`src/rtl/c2h_stream_pkt_gen.sv`:
```
// Deterministic AXI-Stream packet generator feeding the SDE C2H stream input.
// Each beat carries a running dword D (optionally rotated per lane) so the host can predict every byte.
module c2h_stream_pkt_gen #(
    parameter int DATA_WIDTH = 512,
    parameter int USER_WIDTH = 64,
    parameter int LEN_WIDTH  = 16,
    parameter int CNT_WIDTH  = 32
) (
    input  logic                    clk,
    input  logic                    rst_n,
    input  logic                    cfg_start,
    input  logic                    cfg_stop,
    input  logic                    cfg_no_scramble,
    input  logic                    cfg_num_pkts_en,
    input  logic [31:0]             cfg_seed,
    input  logic [LEN_WIDTH-1:0]    cfg_pkt_len,
    input  logic [CNT_WIDTH-1:0]    cfg_num_pkts,
    output logic [DATA_WIDTH-1:0]   m_axis_tdata,
    output logic [DATA_WIDTH/8-1:0] m_axis_tkeep,
    output logic                    m_axis_tlast,
    output logic [USER_WIDTH-1:0]   m_axis_tuser,
    output logic                    m_axis_tvalid,
    input  logic                    m_axis_tready,
    output logic                    stat_busy,
    output logic                    stat_done,
    output logic [CNT_WIDTH-1:0]    stat_pkt_cnt
);

    localparam int NDW = DATA_WIDTH / 32;

    localparam logic [1:0] S_IDLE  = 2'd0;
    localparam logic [1:0] S_SEND  = 2'd1;
    localparam logic [1:0] S_DRAIN = 2'd2;

    logic [1:0]           r_state;
    logic [31:0]          r_d;
    logic [LEN_WIDTH-1:0] r_beat;
    logic [LEN_WIDTH-1:0] r_len_m1;
    logic [CNT_WIDTH-1:0] r_pkt;
    logic [CNT_WIDTH-1:0] r_num_pkts;
    logic [CNT_WIDTH-1:0] r_pkt_cnt;
    logic                 r_no_scr;
    logic                 r_num_en;
    logic                 r_done;

    logic w_valid;
    logic w_last;
    logic w_xfer;
    logic w_last_xfer;
    logic w_cnt_end;

    // tvalid comes straight from the state so an asynchronous reset removes it at once.
    assign w_valid     = (r_state != S_IDLE);
    assign w_last      = (r_beat == r_len_m1);
    assign w_xfer      = w_valid && m_axis_tready;
    assign w_last_xfer = w_xfer && w_last;
    assign w_cnt_end   = r_num_en && (r_pkt == r_num_pkts);

    always_ff @(posedge clk or negedge rst_n) begin
        if (!rst_n) begin
            r_state    <= S_IDLE;
            r_d        <= '0;
            r_beat     <= '0;
            r_len_m1   <= '0;
            r_pkt      <= '0;
            r_num_pkts <= '0;
            r_pkt_cnt  <= '0;
            r_no_scr   <= 1'b0;
            r_num_en   <= 1'b0;
            r_done     <= 1'b0;
        end else begin
            r_done <= 1'b0;
            case (r_state)
                S_IDLE: begin
                    if (cfg_start) begin
                        r_d        <= cfg_seed;
                        r_len_m1   <= (cfg_pkt_len == '0) ? '0 : cfg_pkt_len - 1'b1;
                        r_num_pkts <= cfg_num_pkts;
                        r_no_scr   <= cfg_no_scramble;
                        r_num_en   <= cfg_num_pkts_en;
                        r_beat     <= '0;
                        r_pkt      <= '0;
                        r_pkt_cnt  <= '0;
                        r_state    <= S_SEND;
                    end
                end
                S_SEND, S_DRAIN: begin
                    if (w_xfer) begin
                        r_d    <= r_d + 32'd1;
                        r_beat <= w_last ? '0 : r_beat + 1'b1;
                    end
                    if (w_last_xfer) begin
                        r_pkt <= r_pkt + 1'b1;
                        if (r_pkt_cnt != '1) begin
                            r_pkt_cnt <= r_pkt_cnt + 1'b1;
                        end
                    end
                    // Counted end, drain completion and a stop on the tlast beat all share one done pulse.
                    if (w_last_xfer && (r_state == S_DRAIN || cfg_stop || w_cnt_end)) begin
                        r_state <= S_IDLE;
                        r_done  <= 1'b1;
                    end else if (r_state == S_SEND && cfg_stop) begin
                        r_state <= S_DRAIN;
                    end
                end
                default: r_state <= S_IDLE;
            endcase
        end
    end

    for (genvar j = 0; j < NDW; j++) begin : g_dword
        logic [63:0] w_dbl;
        assign w_dbl = {r_d, r_d} << (j % 32);
        assign m_axis_tdata[32*j +: 32] = r_no_scr ? r_d : w_dbl[63:32];
    end

    assign m_axis_tkeep  = '1;
    assign m_axis_tvalid = w_valid;
    assign m_axis_tlast  = w_valid && w_last;
    assign m_axis_tuser  = USER_WIDTH'(r_pkt);
    assign stat_busy     = w_valid;
    assign stat_done     = r_done;
    assign stat_pkt_cnt  = r_pkt_cnt;

endmodule

```
`config.mk`:
```
export PLATFORM = sky130hd
export DESIGN_NAME = c2h_stream_pkt_gen
export DESIGN_NICKNAME = d
export VERILOG_FILES = /design/src/rtl/c2h_stream_pkt_gen.sv
export SDC_FILE = /design/constraint.sdc
export NUM_CORES = 1
export LEC_CHECK = 0
export BUFFER_PORTS_ARGS = -buffer_cell sky130_fd_sc_hd__buf_4
export CAP_MARGIN = 20
export CELL_PAD_IN_SITES_DETAIL_PLACEMENT = 0
export CELL_PAD_IN_SITES_GLOBAL_PLACEMENT = 1
export CORE_AREA = 2 2 298 300
export CTS_CLUSTER_SIZE = 40
export DETAILED_ROUTE_END_ITERATION = 10
export DIE_AREA = 0 0 300 302
export PLACE_DENSITY = 0.45
export SYNTH_ARGS = -nofsm -noshare
export SYNTH_HDL_FRONTEND = slang
export SYNTH_SLANG_ARGS = --single-unit
```
`constraint.sdc`:
```
create_clock -name clk -period 2.8 [get_ports clk]
set_input_delay 0.28 -clock clk [delete_from_list [all_inputs] [get_ports clk]]
set_output_delay 0.28 -clock clk [all_outputs]
set_load 0.02 [all_outputs]
```
==> reports/qor.txt <==
final wirelength: 82,900 µm
CTS H-tree depth: 4
final worst path period share: 0.942
starting DRC count in detailed routing: 1,017
R2R setup slack: 240 ps
CTS buffer count: 17
R2R depth: 9
Pwr Total: 33.4 mW
CP bufs+invs: 3
CORE AREA: 87,600 µm²
max-cap check violation count: 0
die width: 300 µm
status: completed
setup_tns: 0 ps
Synth top area share: 0.335
maximum VDD drop: 0.811 mV
Tightest Pin Transition: 844 ps
chip height: 302 µm
Mean Syn Cell Area: 7.34 µm²
# rows: 109
nets: 2,488
CTS Root Buffer Type: clkbuf_16
startpoint types: flip-flop
Arr. time, crit path: 2360 ps
layout cells sized above 1: 0.366
1st-pass router iterations: 5
CP Capture Type: primary output
HP Start: cfg_num_pkts[25]
Final WS setup: 161 ps
CTS tree: yes
initial antenna violation count: 8
hpwl dp: 65,200 µm
worst-case clock skew: 16.6 ps
Post-Syn Instances: 1,681
ys flop type: dfrtp_1
Synth area leaders: dfrtp_1 (33%), nand2_1 (18%), buf_4 (5.9%)
grt ovf: 0
final setup violation count: 0
area grow syn2layout: 61.3%
Vias/cell: 4.14
ys async rst share: 1.00
RSZ-0062 raised after global routing: no
class of the worst hold path: input port to flip-flop
clock sinks: 165
# IOs: 763
Ys Warns: 0
worst path cell trace: buf_12 > nand2_1 > buf_4 > nand2_1 > buf_4
Fmax achieved: 379 MHz
Leak: 10.9 nW
hold_ws: 45.6 ps
Crit path required time: 2520 ps
Yosys cell types: 57
Post-synth EDFFs: 0
CP max FO: 35
Placer Congestion: 0.871
sequential area share after synthesis: 0.335
Max-slew headroom: 0.436
CTS Buffer Depth: 2
pwr/cell area: 1680 nW/µm²
CP max-delay cell: dfrtp_4
Final min period: 2640 ps
Post-CTS Setup Bufs: 0
Port Buffer Count: 666
Vias: 14,766
CP Class: flip-flop to primary output
die footprint: 90,600 µm²
first-pass GRT wire length: 112,000 µm
max-slew violations: 0
Mapped Area: 12,300 µm²
Worst-path clk slew: 70 ps
WHS Endpoint: r_num_pkts[25]$_DFFE_PN0P_
Worst-Skew Late Latency: 490 ps
most common cell in the synthesized netlist: nand2_1
fillers: 9,921
#FFs+latches synth: 165
DR DRC count: 0
pre-CTS WS: 38.2 ps
largest net degree at the start of global routing: 75
per-cell routed wire length: 23.2 µm
number of global-route vias before repair: 14,197
DRT antenna net count: 0
FF-to-FF End: stat_pkt_cnt[26]$_DFFE_PN0P_
Hold Path Cell Cnt: 2
final hold violations: 0
Reg2Reg Launch Point: r_state[0]$_DFFE_PN0P_
max incr delay on CP: 640 ps
family with the most delay on the worst path: buffers and inverters
starting density of the core: 0.141
Synth top cells by count: nand2_1 (601), dfrtp_1 (165), clkbuf_1 (109)
cell taking the most area after synthesis: dfrtp_1
Tot GR Track Use: 0.174
[metrics by stage]
stage	std cells	util	cell area (µm²)
after floorplan	1775	-	12700
after global placement	3504	0.216	18900
after detailed placement	3504	0.216	18900
after CTS	3565	0.227	19800
after global routing	3568	0.227	19900
final	3570	0.227	19900
[flip-flops by register name (all words and copies together) (netlist names)]
signal        cells
r_state           2
r_beat           16
r_len_m1         16
stat_pkt_cnt     32
r_num_en          1
stat_done         1
r_num_pkts       32
r_pkt            32
r_no_scr          1
r_d              32
[worst reg2reg max path, delay by kind of cell (launching register included)]
family	cells	cell delay [ps]
and+or+nand+nor	3	910
AOI/OAI and AO/OA	2	180
buffers and inverters	3	620
DFF	1	430
adders and majority gates	1	350
[what timing repair did]
action	in CTS	in global routing
hold endpoints to repair	59	0
endpoints found under the setup margin	27	14
cloned	0	1
resized for setup	1	5
hold buffers	29	0
[where the power goes]
group / total [mW] / internal [mW] / switching, mW
combinational: 26.9 / 9.61 / 17.3
clock: 2.60 / 1.35 / 1.24
sequential: 3.91 / 3.06 / 0.852
total: 33.4 / 14.0 / 19.4
[final cells by class]
cell class	instances	area, µm²	share of cell area
Inverter	14	52.6	0.00264
Timing Repair Buffer	816	6300	0.317
Clock inverter	15	183	0.00918
Tap cell	1165	1460	0.0733
Antenna cell	2	5.00	0.000252
Sequential cell	165	4130	0.208
Multi-Input combinational cell	1376	7330	0.369
Clock buffer	17	425	0.0214
[layer usage]
layer	track usage	vias to the layer above	wire length, µm
li1	-	6840	-
met1	0.195	7301	31600
met2	0.322	521	43900
met3	0.0396	92	4940
met4	0.0600	12	2430
met5	0	-	81
[cell usage in the layout, fill, tap and decap left out, types with 28 or more instances in the layout]
master	count
o21ai_0	59
mux2_2	35
dfrtp_1	164
nor2_1	52
dlygate4sd3_1	29
xnor2_1	62
a21oi_1	77
buf_4	777
nand2_1	596
or3_1	28
xor2_1	39
nand2b_1	37
and3_1	32
nand4_1	43
conb_1	96
nand3_1	34
[cells by family after synthesis]
family / synth area share
AND/OR/NAND/NOR: 0.338
XOR/XNOR: 0.0717
adder cells (fa/ha/maj): 0.0112
AO/OA/AOI/OAI: 0.0979
buffers and inverters: 0.103
other: 0.000609
multiplexers: 0.0425
flip-flops: 0.335
[worst max-delay path by stage]
stage                                      startpoint                           end  slack (ps)  cells after the start
final                            r_no_scr$_DFFE_PN0P_              m_axis_tdata[82]         160                      5
after global routing            r_beat[5]$_DFFE_PN0P_                  m_axis_tlast           5                      6
after CTS                        r_no_scr$_DFFE_PN0P_             m_axis_tdata[134]          20                      5
after detailed placement  stat_pkt_cnt[8]$_DFFE_PN0P_  stat_pkt_cnt[14]$_DFFE_PN0P_          40                      6
after global placement    stat_pkt_cnt[8]$_DFFE_PN0P_  stat_pkt_cnt[22]$_DFFE_PN0P_         110                      6
after floorplan                r_state[1]$_DFFE_PN0P_           r_d[13]$_DFFE_PN0P_         400                      9
Note: power is estimated with default switching activity, not from simulation.
